`src/rtl/per2axi_req_channel_pkg.sv`:
```
// Shared definitions for the peripheral-to-AXI request channel.
//   - cluster address stride used to globalise peripheral addresses
//   - AXI5 ATOP encodings and RISC-V AMO function codes
//   - request-channel FSM state type
//   - amo_to_atop(): translates a peripheral AMO request into an AXI ATOP
package per2axi_req_channel_pkg;

  // Each cluster owns a 4 MiB window of the global address map.
  localparam logic [31:0] CLUSTER_ADDR_STRIDE = 32'h0040_0000;

  // AXI ATOP fields: atop[5:4] = type, atop[3] = endianness, atop[2:0] = op.
  localparam logic [5:0] ATOP_NONE        = 6'b000000;
  localparam logic [5:0] ATOP_ATOMICSWAP  = 6'b110000;
  localparam logic [1:0] ATOP_ATOMICLOAD  = 2'b10;
  localparam logic       ATOP_LITTLE_END  = 1'b0;
  localparam logic [2:0] ATOP_ADD         = 3'b000;
  localparam logic [2:0] ATOP_CLR         = 3'b001;
  localparam logic [2:0] ATOP_EOR         = 3'b010;
  localparam logic [2:0] ATOP_SET         = 3'b011;
  localparam logic [2:0] ATOP_SMAX        = 3'b100;
  localparam logic [2:0] ATOP_SMIN        = 3'b101;
  localparam logic [2:0] ATOP_UMAX        = 3'b110;
  localparam logic [2:0] ATOP_UMIN        = 3'b111;

  // RISC-V AMO function codes (funct5). The peripheral atop field carries
  // an "atomic" flag in bit 5 and the funct5 code in bits 4:0.
  localparam logic [4:0] AMO_ADD  = 5'b00000;
  localparam logic [4:0] AMO_SWAP = 5'b00001;
  localparam logic [4:0] AMO_LR   = 5'b00010;
  localparam logic [4:0] AMO_SC   = 5'b00011;
  localparam logic [4:0] AMO_XOR  = 5'b00100;
  localparam logic [4:0] AMO_OR   = 5'b01000;
  localparam logic [4:0] AMO_AND  = 5'b01100;
  localparam logic [4:0] AMO_MIN  = 5'b10000;
  localparam logic [4:0] AMO_MAX  = 5'b10100;
  localparam logic [4:0] AMO_MINU = 5'b11000;
  localparam logic [4:0] AMO_MAXU = 5'b11100;

  typedef enum logic [1:0] {
    ST_IDLE      = 2'd0,
    ST_ISSUE     = 2'd1,
    ST_WAIT_RESP = 2'd2
  } state_e;

  typedef struct packed {
    logic [5:0] atop;       // AXI ATOP to issue on AW
    logic       inv_wdata;  // write data must be inverted (AND -> CLR)
    logic       atop_r;     // response carries R data
    logic       illegal;    // code cannot be mapped; issued as plain write
  } amo_xlat_t;

  function automatic amo_xlat_t amo_to_atop(input logic [5:0] per_atop,
                                            input logic       per_we);
    amo_xlat_t x;
    x = '0;
    // Reads (we=1) and plain writes (atop=0) carry no atomic.
    if (!per_we && (per_atop != 6'b0)) begin
      if (per_atop[5]) begin
        case (per_atop[4:0])
          AMO_SWAP: x.atop = ATOP_ATOMICSWAP;
          AMO_ADD:  x.atop = {ATOP_ATOMICLOAD, ATOP_LITTLE_END, ATOP_ADD};
          AMO_XOR:  x.atop = {ATOP_ATOMICLOAD, ATOP_LITTLE_END, ATOP_EOR};
          AMO_OR:   x.atop = {ATOP_ATOMICLOAD, ATOP_LITTLE_END, ATOP_SET};
          AMO_MAX:  x.atop = {ATOP_ATOMICLOAD, ATOP_LITTLE_END, ATOP_SMAX};
          AMO_MIN:  x.atop = {ATOP_ATOMICLOAD, ATOP_LITTLE_END, ATOP_SMIN};
          AMO_MAXU: x.atop = {ATOP_ATOMICLOAD, ATOP_LITTLE_END, ATOP_UMAX};
          AMO_MINU: x.atop = {ATOP_ATOMICLOAD, ATOP_LITTLE_END, ATOP_UMIN};
          // AXI has no atomic AND; AND with w equals CLR with ~w.
          AMO_AND: begin
            x.atop      = {ATOP_ATOMICLOAD, ATOP_LITTLE_END, ATOP_CLR};
            x.inv_wdata = 1'b1;
          end
          default:  x.illegal = 1'b1;  // LR, SC and unassigned codes
        endcase
      end else begin
        x.illegal = 1'b1;
      end
      x.atop_r = ~x.illegal;
    end
    return x;
  endfunction

endpackage

```
`src/rtl/per2axi_req_channel_if.sv`:
```
// Bundle of the peripheral request port, the AXI AW/AR/W master channels
// and the handshake towards the companion response channel.
//   master : view of the request channel (drives AXI valids, gnt, trans_*)
//   slave  : view of the surroundings (peripheral master, AXI slave,
//            response channel)
interface per2axi_req_channel_if #(
  parameter int unsigned PER_ADDR_WIDTH = 32,
  parameter int unsigned PER_ID_WIDTH   = 5,
  parameter int unsigned AXI_ADDR_WIDTH = 32,
  parameter int unsigned AXI_DATA_WIDTH = 64,
  parameter int unsigned AXI_USER_WIDTH = 6,
  parameter int unsigned AXI_ID_WIDTH   = 5
);
  localparam int unsigned AXI_STRB_WIDTH = AXI_DATA_WIDTH / 8;

  // peripheral slave port (we is active low: 1 = read)
  logic                      per_req;
  logic [PER_ADDR_WIDTH-1:0] per_add;
  logic                      per_we;
  logic [5:0]                per_atop;
  logic [31:0]               per_wdata;
  logic [3:0]                per_be;
  logic [PER_ID_WIDTH-1:0]   per_id;
  logic                      per_gnt;

  // AW channel
  logic                      aw_valid;
  logic [AXI_ADDR_WIDTH-1:0] aw_addr;
  logic [2:0]                aw_prot;
  logic [3:0]                aw_region;
  logic [7:0]                aw_len;
  logic [2:0]                aw_size;
  logic [1:0]                aw_burst;
  logic                      aw_lock;
  logic [5:0]                aw_atop;
  logic [3:0]                aw_cache;
  logic [3:0]                aw_qos;
  logic [AXI_ID_WIDTH-1:0]   aw_id;
  logic [AXI_USER_WIDTH-1:0] aw_user;
  logic                      aw_ready;

  // AR channel
  logic                      ar_valid;
  logic [AXI_ADDR_WIDTH-1:0] ar_addr;
  logic [2:0]                ar_prot;
  logic [3:0]                ar_region;
  logic [7:0]                ar_len;
  logic [2:0]                ar_size;
  logic [1:0]                ar_burst;
  logic                      ar_lock;
  logic [3:0]                ar_cache;
  logic [3:0]                ar_qos;
  logic [AXI_ID_WIDTH-1:0]   ar_id;
  logic [AXI_USER_WIDTH-1:0] ar_user;
  logic                      ar_ready;

  // W channel
  logic                      w_valid;
  logic [AXI_DATA_WIDTH-1:0] w_data;
  logic [AXI_STRB_WIDTH-1:0] w_strb;
  logic [AXI_USER_WIDTH-1:0] w_user;
  logic                      w_last;
  logic                      w_ready;

  // response-channel coupling
  logic                      trans_req;
  logic                      trans_we;
  logic                      trans_atop_r;
  logic [PER_ID_WIDTH-1:0]   trans_id;
  logic                      trans_r_valid;
  logic                      busy;

  modport master (
    input  per_req, per_add, per_we, per_atop, per_wdata, per_be, per_id,
    output per_gnt,
    output aw_valid, aw_addr, aw_prot, aw_region, aw_len, aw_size, aw_burst,
           aw_lock, aw_atop, aw_cache, aw_qos, aw_id, aw_user,
    input  aw_ready,
    output ar_valid, ar_addr, ar_prot, ar_region, ar_len, ar_size, ar_burst,
           ar_lock, ar_cache, ar_qos, ar_id, ar_user,
    input  ar_ready,
    output w_valid, w_data, w_strb, w_user, w_last,
    input  w_ready,
    output trans_req, trans_we, trans_atop_r, trans_id,
    input  trans_r_valid,
    output busy
  );

  modport slave (
    output per_req, per_add, per_we, per_atop, per_wdata, per_be, per_id,
    input  per_gnt,
    input  aw_valid, aw_addr, aw_prot, aw_region, aw_len, aw_size, aw_burst,
           aw_lock, aw_atop, aw_cache, aw_qos, aw_id, aw_user,
    output aw_ready,
    input  ar_valid, ar_addr, ar_prot, ar_region, ar_len, ar_size, ar_burst,
           ar_lock, ar_cache, ar_qos, ar_id, ar_user,
    output ar_ready,
    input  w_valid, w_data, w_strb, w_user, w_last,
    output w_ready,
    input  trans_req, trans_we, trans_atop_r, trans_id,
    output trans_r_valid,
    input  busy
  );

endinterface

```
`src/rtl/per2axi_amo_map.sv`:
```
// Combinational translation of a peripheral atomic request into AXI ATOP.
//   per_atop_i  : peripheral atop field ({atomic flag, funct5})
//   per_we_i    : peripheral write-enable (active low)
//   axi_atop_o  : ATOP for the AW channel (0 for non-atomic requests)
//   inv_wdata_o : write data has to be bit-inverted before issue
//   atop_r_o    : transaction returns R data
//   illegal_o   : atomic code without AXI equivalent
module per2axi_amo_map
  import per2axi_req_channel_pkg::*;
(
  input  logic [5:0] per_atop_i,
  input  logic       per_we_i,
  output logic [5:0] axi_atop_o,
  output logic       inv_wdata_o,
  output logic       atop_r_o,
  output logic       illegal_o
);

  amo_xlat_t xlat;

  always_comb begin
    xlat = amo_to_atop(per_atop_i, per_we_i);
  end

  assign axi_atop_o  = xlat.atop;
  assign inv_wdata_o = xlat.inv_wdata;
  assign atop_r_o    = xlat.atop_r;
  assign illegal_o   = xlat.illegal;

endmodule

```
`src/rtl/per2axi_req_channel.sv`:
```
// Request half of the peripheral-to-AXI bridge. A granted peripheral request
// is captured and issued as a single-beat AXI transaction (AR, or AW+W),
// the response channel is notified, and no new request is granted until the
// response channel reports completion (one transaction outstanding).
//   clk_i        : clock
//   rst_i        : asynchronous active-high reset
//   cluster_id_i : cluster index used to globalise the peripheral address
//   bus          : peripheral port, AXI AW/AR/W master, response coupling
module per2axi_req_channel
  import per2axi_req_channel_pkg::*;
#(
  parameter int unsigned PER_ADDR_WIDTH = 32,
  parameter int unsigned PER_ID_WIDTH   = 5,
  parameter int unsigned AXI_ADDR_WIDTH = 32,
  parameter int unsigned AXI_DATA_WIDTH = 64,
  parameter int unsigned AXI_USER_WIDTH = 6,
  parameter int unsigned AXI_ID_WIDTH   = 5
) (
  input  logic                   clk_i,
  input  logic                   rst_i,
  input  logic [5:0]             cluster_id_i,
  per2axi_req_channel_if.master  bus
);

  localparam int unsigned AXI_STRB_WIDTH = AXI_DATA_WIDTH / 8;

  state_e state_q, state_d;

  // captured request
  logic [AXI_ADDR_WIDTH-1:0] addr_q, addr_d;
  logic                      we_q, we_d;
  logic [5:0]                atop_q, atop_d;
  logic [31:0]               wdata_q, wdata_d;
  logic [3:0]                be_q, be_d;
  logic [PER_ID_WIDTH-1:0]   id_q, id_d;

  // per-channel completion tracking while issuing
  logic aw_done_q, aw_done_d;
  logic w_done_q, w_done_d;
  logic resp_seen_q, resp_seen_d;

  logic                      accept;
  logic [AXI_ADDR_WIDTH-1:0] glob_addr;
  logic [5:0]                map_atop;
  logic                      map_inv, map_atop_r, map_illegal;
  logic                      gnt, busy, ar_valid, aw_valid, w_valid;
  logic                      ar_hs, aw_hs, w_hs, issue_done;

  per2axi_amo_map u_amo_map (
    .per_atop_i  (bus.per_atop),
    .per_we_i    (bus.per_we),
    .axi_atop_o  (map_atop),
    .inv_wdata_o (map_inv),
    .atop_r_o    (map_atop_r),
    .illegal_o   (map_illegal)
  );

  // Globalised address; the sum wraps at AXI_ADDR_WIDTH bits.
  assign glob_addr = AXI_ADDR_WIDTH'(bus.per_add)
                   + AXI_ADDR_WIDTH'(CLUSTER_ADDR_STRIDE) * AXI_ADDR_WIDTH'(cluster_id_i);

  assign accept = bus.per_req & (state_q == ST_IDLE);

  assign ar_hs = ar_valid & bus.ar_ready;
  assign aw_hs = aw_valid & bus.aw_ready;
  assign w_hs  = w_valid & bus.w_ready;

  // A channel counts as done if it finished earlier or finishes this cycle.
  assign issue_done = we_q ? ar_hs
                           : ((aw_done_q | aw_hs) & (w_done_q | w_hs));

  // ---------------- state register ----------------
  always_ff @(posedge clk_i or posedge rst_i) begin
    if (rst_i) begin
      state_q     <= ST_IDLE;
      addr_q      <= '0;
      we_q        <= 1'b0;
      atop_q      <= '0;
      wdata_q     <= '0;
      be_q        <= '0;
      id_q        <= '0;
      aw_done_q   <= 1'b0;
      w_done_q    <= 1'b0;
      resp_seen_q <= 1'b0;
    end else begin
      state_q     <= state_d;
      addr_q      <= addr_d;
      we_q        <= we_d;
      atop_q      <= atop_d;
      wdata_q     <= wdata_d;
      be_q        <= be_d;
      id_q        <= id_d;
      aw_done_q   <= aw_done_d;
      w_done_q    <= w_done_d;
      resp_seen_q <= resp_seen_d;
    end
  end

  // ---------------- next-state logic ----------------
  always_comb begin
    state_d = state_q;
    case (state_q)
      ST_IDLE: begin
        if (accept) state_d = ST_ISSUE;
      end
      ST_ISSUE: begin
        // A completion reported while still issuing skips WaitResp.
        if (issue_done) begin
          state_d = (resp_seen_q | bus.trans_r_valid) ? ST_IDLE : ST_WAIT_RESP;
        end
      end
      ST_WAIT_RESP: begin
        if (bus.trans_r_valid) state_d = ST_IDLE;
      end
      default: state_d = ST_IDLE;
    endcase
  end

  // Request capture; AND is stored with inverted data for the CLR atomic.
  always_comb begin
    addr_d  = addr_q;
    we_d    = we_q;
    atop_d  = atop_q;
    wdata_d = wdata_q;
    be_d    = be_q;
    id_d    = id_q;
    if (accept) begin
      addr_d  = glob_addr;
      we_d    = bus.per_we;
      atop_d  = map_atop;
      wdata_d = map_inv ? ~bus.per_wdata : bus.per_wdata;
      be_d    = bus.per_be;
      id_d    = bus.per_id;
    end
  end

  // Done flags start cleared in Idle and accumulate during Issue.
  always_comb begin
    aw_done_d   = aw_done_q;
    w_done_d    = w_done_q;
    resp_seen_d = resp_seen_q;
    case (state_q)
      ST_IDLE: begin
        aw_done_d   = 1'b0;
        w_done_d    = 1'b0;
        resp_seen_d = 1'b0;
      end
      ST_ISSUE: begin
        aw_done_d   = aw_done_q | aw_hs;
        w_done_d    = w_done_q | w_hs;
        resp_seen_d = resp_seen_q | bus.trans_r_valid;
      end
      default: ;
    endcase
  end

  // ---------------- output logic ----------------
  always_comb begin
    gnt      = 1'b0;
    busy     = 1'b0;
    ar_valid = 1'b0;
    aw_valid = 1'b0;
    w_valid  = 1'b0;
    case (state_q)
      ST_IDLE: begin
        gnt = bus.per_req;
      end
      ST_ISSUE: begin
        busy     = 1'b1;
        ar_valid = we_q;
        aw_valid = ~we_q & ~aw_done_q;
        w_valid  = ~we_q & ~w_done_q;
      end
      ST_WAIT_RESP: begin
        busy = 1'b1;
      end
      default: ;
    endcase
  end

  assign bus.per_gnt = gnt;
  assign bus.busy    = busy;

  // Issue notification is combinational in the accepting cycle.
  assign bus.trans_req    = accept;
  assign bus.trans_we     = bus.per_we;
  assign bus.trans_id     = bus.per_id;
  assign bus.trans_atop_r = map_atop_r;

  assign bus.aw_valid  = aw_valid;
  assign bus.aw_addr   = addr_q;
  assign bus.aw_prot   = 3'b000;
  assign bus.aw_region = 4'h0;
  assign bus.aw_len    = 8'h00;
  assign bus.aw_size   = 3'b010;
  assign bus.aw_burst  = 2'b01;
  assign bus.aw_lock   = 1'b0;
  assign bus.aw_atop   = atop_q;
  assign bus.aw_cache  = 4'h0;
  assign bus.aw_qos    = 4'h0;
  assign bus.aw_id     = AXI_ID_WIDTH'(id_q);
  assign bus.aw_user   = '0;

  assign bus.ar_valid  = ar_valid;
  assign bus.ar_addr   = addr_q;
  assign bus.ar_prot   = 3'b000;
  assign bus.ar_region = 4'h0;
  assign bus.ar_len    = 8'h00;
  assign bus.ar_size   = 3'b010;
  assign bus.ar_burst  = 2'b01;
  assign bus.ar_lock   = 1'b0;
  assign bus.ar_cache  = 4'h0;
  assign bus.ar_qos    = 4'h0;
  assign bus.ar_id     = AXI_ID_WIDTH'(id_q);
  assign bus.ar_user   = '0;

  // 32-bit word on both halves of the 64-bit bus; address bit 2 picks lanes.
  assign bus.w_valid = w_valid;
  assign bus.w_data  = AXI_DATA_WIDTH'({wdata_q, wdata_q});
  assign bus.w_strb  = AXI_STRB_WIDTH'(addr_q[2] ? {be_q, 4'h0} : {4'h0, be_q});
  assign bus.w_user  = '0;
  assign bus.w_last  = 1'b1;

  always_ff @(posedge clk_i) begin
    if (!rst_i && accept) begin
      assert (!map_illegal)
        else $error("per2axi_req_channel: unsupported atomic code %b issued as plain write",
                    bus.per_atop);
    end
  end

endmodule

```
`src/flat_wrapper.sv`:
```
// flat-port wrapper written by rule: the top's interface ports become plain ports
module per2axi_req_channel_flat import per2axi_req_channel_pkg::*;
#(
  parameter int unsigned PER_ADDR_WIDTH = 32,
  parameter int unsigned PER_ID_WIDTH   = 5,
  parameter int unsigned AXI_ADDR_WIDTH = 32,
  parameter int unsigned AXI_DATA_WIDTH = 64,
  parameter int unsigned AXI_USER_WIDTH = 6,
  parameter int unsigned AXI_ID_WIDTH   = 5
)
  (clk_i, rst_i, cluster_id_i, bus_per_req, bus_per_add, bus_per_we, bus_per_atop, bus_per_wdata, bus_per_be, bus_per_id, bus_per_gnt, bus_aw_valid, bus_aw_addr, bus_aw_prot, bus_aw_region, bus_aw_len, bus_aw_size, bus_aw_burst, bus_aw_lock, bus_aw_atop, bus_aw_cache, bus_aw_qos, bus_aw_id, bus_aw_user, bus_aw_ready, bus_ar_valid, bus_ar_addr, bus_ar_prot, bus_ar_region, bus_ar_len, bus_ar_size, bus_ar_burst, bus_ar_lock, bus_ar_cache, bus_ar_qos, bus_ar_id, bus_ar_user, bus_ar_ready, bus_w_valid, bus_w_data, bus_w_strb, bus_w_user, bus_w_last, bus_w_ready, bus_trans_req, bus_trans_we, bus_trans_atop_r, bus_trans_id, bus_trans_r_valid, bus_busy);
  per2axi_req_channel_if #(.PER_ADDR_WIDTH(PER_ADDR_WIDTH), .PER_ID_WIDTH(PER_ID_WIDTH), .AXI_ADDR_WIDTH(AXI_ADDR_WIDTH), .AXI_DATA_WIDTH(AXI_DATA_WIDTH), .AXI_USER_WIDTH(AXI_USER_WIDTH), .AXI_ID_WIDTH(AXI_ID_WIDTH)) bus_i ();
  input  logic clk_i;
  input  logic rst_i;
  input  logic [5:0] cluster_id_i;
  input wire logic [$bits(bus_i.per_req)-1:0] bus_per_req;
  input wire logic [$bits(bus_i.per_add)-1:0] bus_per_add;
  input wire logic [$bits(bus_i.per_we)-1:0] bus_per_we;
  input wire logic [$bits(bus_i.per_atop)-1:0] bus_per_atop;
  input wire logic [$bits(bus_i.per_wdata)-1:0] bus_per_wdata;
  input wire logic [$bits(bus_i.per_be)-1:0] bus_per_be;
  input wire logic [$bits(bus_i.per_id)-1:0] bus_per_id;
  output wire logic [$bits(bus_i.per_gnt)-1:0] bus_per_gnt;
  output wire logic [$bits(bus_i.aw_valid)-1:0] bus_aw_valid;
  output wire logic [$bits(bus_i.aw_addr)-1:0] bus_aw_addr;
  output wire logic [$bits(bus_i.aw_prot)-1:0] bus_aw_prot;
  output wire logic [$bits(bus_i.aw_region)-1:0] bus_aw_region;
  output wire logic [$bits(bus_i.aw_len)-1:0] bus_aw_len;
  output wire logic [$bits(bus_i.aw_size)-1:0] bus_aw_size;
  output wire logic [$bits(bus_i.aw_burst)-1:0] bus_aw_burst;
  output wire logic [$bits(bus_i.aw_lock)-1:0] bus_aw_lock;
  output wire logic [$bits(bus_i.aw_atop)-1:0] bus_aw_atop;
  output wire logic [$bits(bus_i.aw_cache)-1:0] bus_aw_cache;
  output wire logic [$bits(bus_i.aw_qos)-1:0] bus_aw_qos;
  output wire logic [$bits(bus_i.aw_id)-1:0] bus_aw_id;
  output wire logic [$bits(bus_i.aw_user)-1:0] bus_aw_user;
  input wire logic [$bits(bus_i.aw_ready)-1:0] bus_aw_ready;
  output wire logic [$bits(bus_i.ar_valid)-1:0] bus_ar_valid;
  output wire logic [$bits(bus_i.ar_addr)-1:0] bus_ar_addr;
  output wire logic [$bits(bus_i.ar_prot)-1:0] bus_ar_prot;
  output wire logic [$bits(bus_i.ar_region)-1:0] bus_ar_region;
  output wire logic [$bits(bus_i.ar_len)-1:0] bus_ar_len;
  output wire logic [$bits(bus_i.ar_size)-1:0] bus_ar_size;
  output wire logic [$bits(bus_i.ar_burst)-1:0] bus_ar_burst;
  output wire logic [$bits(bus_i.ar_lock)-1:0] bus_ar_lock;
  output wire logic [$bits(bus_i.ar_cache)-1:0] bus_ar_cache;
  output wire logic [$bits(bus_i.ar_qos)-1:0] bus_ar_qos;
  output wire logic [$bits(bus_i.ar_id)-1:0] bus_ar_id;
  output wire logic [$bits(bus_i.ar_user)-1:0] bus_ar_user;
  input wire logic [$bits(bus_i.ar_ready)-1:0] bus_ar_ready;
  output wire logic [$bits(bus_i.w_valid)-1:0] bus_w_valid;
  output wire logic [$bits(bus_i.w_data)-1:0] bus_w_data;
  output wire logic [$bits(bus_i.w_strb)-1:0] bus_w_strb;
  output wire logic [$bits(bus_i.w_user)-1:0] bus_w_user;
  output wire logic [$bits(bus_i.w_last)-1:0] bus_w_last;
  input wire logic [$bits(bus_i.w_ready)-1:0] bus_w_ready;
  output wire logic [$bits(bus_i.trans_req)-1:0] bus_trans_req;
  output wire logic [$bits(bus_i.trans_we)-1:0] bus_trans_we;
  output wire logic [$bits(bus_i.trans_atop_r)-1:0] bus_trans_atop_r;
  output wire logic [$bits(bus_i.trans_id)-1:0] bus_trans_id;
  input wire logic [$bits(bus_i.trans_r_valid)-1:0] bus_trans_r_valid;
  output wire logic [$bits(bus_i.busy)-1:0] bus_busy;
  assign bus_i.per_req = bus_per_req;
  assign bus_i.per_add = bus_per_add;
  assign bus_i.per_we = bus_per_we;
  assign bus_i.per_atop = bus_per_atop;
  assign bus_i.per_wdata = bus_per_wdata;
  assign bus_i.per_be = bus_per_be;
  assign bus_i.per_id = bus_per_id;
  assign bus_per_gnt = bus_i.per_gnt;
  assign bus_aw_valid = bus_i.aw_valid;
  assign bus_aw_addr = bus_i.aw_addr;
  assign bus_aw_prot = bus_i.aw_prot;
  assign bus_aw_region = bus_i.aw_region;
  assign bus_aw_len = bus_i.aw_len;
  assign bus_aw_size = bus_i.aw_size;
  assign bus_aw_burst = bus_i.aw_burst;
  assign bus_aw_lock = bus_i.aw_lock;
  assign bus_aw_atop = bus_i.aw_atop;
  assign bus_aw_cache = bus_i.aw_cache;
  assign bus_aw_qos = bus_i.aw_qos;
  assign bus_aw_id = bus_i.aw_id;
  assign bus_aw_user = bus_i.aw_user;
  assign bus_i.aw_ready = bus_aw_ready;
  assign bus_ar_valid = bus_i.ar_valid;
  assign bus_ar_addr = bus_i.ar_addr;
  assign bus_ar_prot = bus_i.ar_prot;
  assign bus_ar_region = bus_i.ar_region;
  assign bus_ar_len = bus_i.ar_len;
  assign bus_ar_size = bus_i.ar_size;
  assign bus_ar_burst = bus_i.ar_burst;
  assign bus_ar_lock = bus_i.ar_lock;
  assign bus_ar_cache = bus_i.ar_cache;
  assign bus_ar_qos = bus_i.ar_qos;
  assign bus_ar_id = bus_i.ar_id;
  assign bus_ar_user = bus_i.ar_user;
  assign bus_i.ar_ready = bus_ar_ready;
  assign bus_w_valid = bus_i.w_valid;
  assign bus_w_data = bus_i.w_data;
  assign bus_w_strb = bus_i.w_strb;
  assign bus_w_user = bus_i.w_user;
  assign bus_w_last = bus_i.w_last;
  assign bus_i.w_ready = bus_w_ready;
  assign bus_trans_req = bus_i.trans_req;
  assign bus_trans_we = bus_i.trans_we;
  assign bus_trans_atop_r = bus_i.trans_atop_r;
  assign bus_trans_id = bus_i.trans_id;
  assign bus_i.trans_r_valid = bus_trans_r_valid;
  assign bus_busy = bus_i.busy;
  per2axi_req_channel #(.PER_ADDR_WIDTH(PER_ADDR_WIDTH), .PER_ID_WIDTH(PER_ID_WIDTH), .AXI_ADDR_WIDTH(AXI_ADDR_WIDTH), .AXI_DATA_WIDTH(AXI_DATA_WIDTH), .AXI_USER_WIDTH(AXI_USER_WIDTH), .AXI_ID_WIDTH(AXI_ID_WIDTH)) u_core (.clk_i(clk_i), .rst_i(rst_i), .cluster_id_i(cluster_id_i), .bus(bus_i));
endmodule
```
`config.mk`:
```
export PLATFORM = sky130hd
export DESIGN_NAME = per2axi_req_channel_flat
export DESIGN_NICKNAME = d
export VERILOG_FILES = /design/src/rtl/per2axi_req_channel_pkg.sv /design/src/rtl/per2axi_req_channel_if.sv /design/src/rtl/per2axi_amo_map.sv /design/src/rtl/per2axi_req_channel.sv /design/src/flat_wrapper.sv
export SDC_FILE = /design/constraint.sdc
export NUM_CORES = 1
export LEC_CHECK = 0
export CORE_AREA = 5 5 126 128
export DETAILED_ROUTE_END_ITERATION = 8
export DIE_AREA = 0 0 131 133
export GPL_TIMING_DRIVEN = 0
export PLACE_DENSITY = 0.78
export SLEW_MARGIN = 20
export SYNTH_ARGS = -nofsm -noshare
export SYNTH_HDL_FRONTEND = slang
export SYNTH_SLANG_ARGS = --single-unit
```
`constraint.sdc`:
```
create_clock -name clk_i -period 4.5 [get_ports clk_i]
set_clock_uncertainty 0.2 [all_clocks]
set_input_delay 0.9 -clock clk_i [delete_from_list [all_inputs] [get_ports clk_i]]
set_output_delay 0.9 -clock clk_i [all_outputs]
set_load 0.1 [all_outputs]
```
==> results of run 1 <==
cells by family after synthesis:
family	Yosys count	synth area share [%]
AND/OR/NAND/NOR	83	7.32
buffers and inverters	186	25.8
multiplexers	35	7.74
AO/OA/AOI/OAI	75	8.41
flip-flops	84	41.5
XOR/XNOR	37	6.40
other	2	0.148
adder cells (fa/ha/maj)	10	2.62
state kept, by name (all words and copies together) (netlist names):
signal / cells
u_core.aw_done_q: 1
u_core.bus.ar_addr: 32
u_core.state_q: 2
u_core.resp_seen_q: 1
u_core.wdata_q: 32
u_core.we_q: 1
u_core.be_q: 4
u_core.bus.ar_id: 5
u_core.w_done_q: 1
u_core.bus.aw_atop: 5
Yosys cell counts, drive strengths merged:
master / count / area, µm²
conb: 2 / 7.51
nor2: 11 / 41.3
o22ai: 1 / 6.26
nand2: 51 / 191
clkbuf: 6 / 22.5
nor4: 1 / 6.26
a21oi: 10 / 50.1
a221oi: 1 / 8.76
nand3: 2 / 10.0
nand2b: 1 / 6.26
ha: 9 / 113
o211ai: 1 / 7.51
a21boi: 1 / 7.51
o21ai: 47 / 235
mux2: 33 / 372
buf: 165 / 1230
nand4: 1 / 6.26
o2111ai: 1 / 8.76
or2: 2 / 12.5
dfrtp: 84 / 2100
a21o: 2 / 15.0
o31a: 1 / 8.76
and2: 5 / 31.3
o311a: 1 / 10.0
xor2: 1 / 8.76
o31ai: 4 / 30.0
and3: 1 / 6.26
inv: 15 / 56.3
or4b: 1 / 10.0
a211oi: 2 / 15.0
mux2i: 2 / 20.0
nor2b: 5 / 38.8
o21a: 3 / 22.5
nor3: 2 / 10.0
fa: 1 / 20.0
xnor2: 36 / 315
worst reg2reg max path, stage by stage, from the launching register on:
cell,delay (ns)
sky130_fd_sc_hd__dfrtp_1,0.36
sky130_fd_sc_hd__inv_1,0.07
sky130_fd_sc_hd__ha_1,0.22
sky130_fd_sc_hd__nand2_1,0.11
sky130_fd_sc_hd__buf_2,0.24
sky130_fd_sc_hd__clkbuf_1,0.48
sky130_fd_sc_hd__buf_1,0.54
sky130_fd_sc_hd__nand2_1,0.14
sky130_fd_sc_hd__o31ai_1,0.09
how the worst min path moves through the flow:
stage	endpoint	from	slack, ns	cells after the start
2_1_floorplan	u_core.resp_seen_q$_DFFE_PP0P_	u_core.resp_seen_q$_DFFE_PP0P_	0.28	2
3_3_place_gp	u_core.bus.aw_atop[1]$_DFFE_PP0P_	u_core.bus.aw_atop[1]$_DFFE_PP0P_	0.27	2
3_5_place_dp	u_core.bus.aw_atop[4]$_DFFE_PP0P_	u_core.bus.aw_atop[4]$_DFFE_PP0P_	0.29	2
4_1_cts	u_core.bus.aw_atop[4]$_DFFE_PP0P_	u_core.bus.aw_atop[4]$_DFFE_PP0P_	0.30	2
5_1_grt	u_core.bus.aw_atop[4]$_DFFE_PP0P_	u_core.bus.aw_atop[4]$_DFFE_PP0P_	0.33	2
6_report	u_core.bus.aw_atop[1]$_DFFE_PP0P_	u_core.bus.aw_atop[1]$_DFFE_PP0P_	0.29	2
area by class of cell:
| class | instances | area share, % |
|---|---|---|
| inverter | 15 | 0.693 |
| buffer | 171 | 14.7 |
| tap | 188 | 2.77 |
| clock inverter | 3 | 0.516 |
| multi-input combinational | 318 | 22.8 |
| clock buffer | 13 | 3.18 |
| sequential | 84 | 24.8 |
| timing repair buffer | 257 | 30.5 |
through the flow:
| step | area (µm²) | TNS (ns) | hold slack, ns |
|---|---|---|---|
| final | 8490 | 0 | 0.293 |
| after global routing | 8490 | 0 | 0.331 |
| after CTS | 8490 | 0 | 0.299 |
| after detailed placement | 8170 | -0.410 | 0.285 |
| after global placement | 8140 | -19.88 | 0.266 |
| after floorplan | 5350 | 0 | 0.277 |
repair_timing:
item	4_1_cts	5_1_grt
endpoints found under the setup margin	2	1
resized for setup	2	1
pin swaps	0	0
metal layers:
metal  wire [µm]  up-vias  share of wire, %  global-route usage [%]
met4         211        0               1.4                    5.20
met3        1140       14               7.5                    3.59
met5           0        -                 0                       0
met2        8040      158                53                    30.4
met1        5730     1976                38                    20.4
li1            -     2124                 -                       -
==> qor.txt, run 1 <==
core region area = 14800 µm²
setup ws final = 0.123 ns
post-synth design cell area = 5060 µm²
Max clock buf depth = 2
count of antenna-violating nets left after detailed routing = 0
highest-count cells in the layout ignoring fill and taps = 254 x sky130_fd_sc_hd__clkdlybuf4s50_1, 155 x sky130_fd_sc_hd__buf_4, 84 x sky130_fd_sc_hd__dfrtp_1
max-slew violation count = 0
worst-skew pair later-pin latency = 0.33 ns
via count of the first global-routing pass = 4310
initial cell density of the core = 34.3%
number of flip-flops and latches in the synthesized netlist = 84
number of iterations in the first detailed-routing pass = 4
RSZ-0062 raised after global routing = no
max_cap viols = 0
final hold violation count = 0
count of vias placed by the detailed router = 4272
Slowest Stage Delay on Critical Path = 0.81 ns
mean area per synthesized cell = 9.88 µm²
startpoint of the worst register-to-register path = u_core.state_q[0]$_DFFE_PP0P_
largest fanout of any net on the critical path = 11
number of warnings printed during yosys synthesis = 0
Finished Layout Cells = 1049
clock slew at reported path FFs = 0.06 ns
area of the multi-input gates = 1940 µm²
share of the yosys chip area belonging to registers = 41.5%
initial antenna violation count = 0
ports placed on the boundary = 335
wire length of the first global-routing pass = 23.3 mm
startpoint type of the worst setup path = primary input
post-CTS setup repair buffer count = 0
endpoint required time on the critical path = 3.40 ns
RD Place Congestion = 0.769
cell count after placement = 1033
distinct cell type count of the synthesized netlist = 43
most prevalent standard cell on the critical path = sky130_fd_sc_hd__buf_2
Worst path slowest cell = sky130_fd_sc_hd__clkdlybuf4s15_1
startpoint-to-endpoint class of the critical path = in -> out
mean routed wirelength per cell = 14.4 µm
number of vias per cell after detailed routing = 4.07
Layout Utilization = 57.5%
FP Rows = 45
die span in y = 133 µm
CTS hold repair buffers = 0
ordered list of cells on the worst path = clkdlybuf4s50_1, nand2_1, buf_2, inv_2, buf_2, buf_4, clkdlybuf4s15_1
count of filler cells inserted in the layout = 1314
TritonCTS Buffers = 9
worst flop-to-flop path endpoint = u_core.bus.aw_atop[0]$_DFFE_PP0P_
area delta synth->final = 67.7%
period utilization = 97.3%
number of port buffers = 256
detailed-placement wirelength estimate = 12.6 mm
register cell area after layout = 2100 µm²
number of failing setup endpoints in the final timing report = 0
total track usage = 17.1%
Die Span X = 131 µm
length in cells of the worst reg-to-reg path = 8
Worst Max-Slew Pin Slew = 1.06 ns
largest net degree at the start of global routing = 44
floorplan die area = 17400 µm²
commonest non-fill, non-tap cell in the layout = sky130_fd_sc_hd__clkdlybuf4s50_1
global route total overflow = 0
root buf cell = sky130_fd_sc_hd__clkbuf_16
result of the run = completed
total number of clock tree sinks = 84
classification of the worst-slack hold path = reg -> reg
starting DRC count in detailed routing = 136
Max Clock Freq = 228 MHz
Worst EP arrival = 3.28 ns
Worst slew margin = 29.0%
Final Critical Period = 4.38 ns
TritonCTS clock tree = done
critical path depth in cells = 7
launch point of the critical path = bus_per_req
number of antenna repair diodes = 0
cell class contributing the biggest share of worst-path delay = buffers and inverters
residual DRC count = 0
Setup Slack @ Placement = -0.248 ns
DRT Wirelength = 15.1 mm
CTS H-tree lvls = 3
fin nets = 959
reg2reg setup slack = 1.96 ns
Crit. End Element = output pin
post-synthesis cell count = 512
share of post-route cells with drive strength above 1 = 25.0%
Worst setup endpoint = bus_trans_req
Buf/Inv on CP = 6
Power of run 1 is not shown: default switching activity piles up to over one toggle a cycle in this logic, so the estimate is an artifact.
==> inputs of run 2 (changes only) <==
- ABC_CLOCK_PERIOD_IN_PS: not set -> 4500
==> results of run 2 <==
Final layout, timing and power as in run 1 (identical DEF).
Power of run 2 is left out for the same reason.
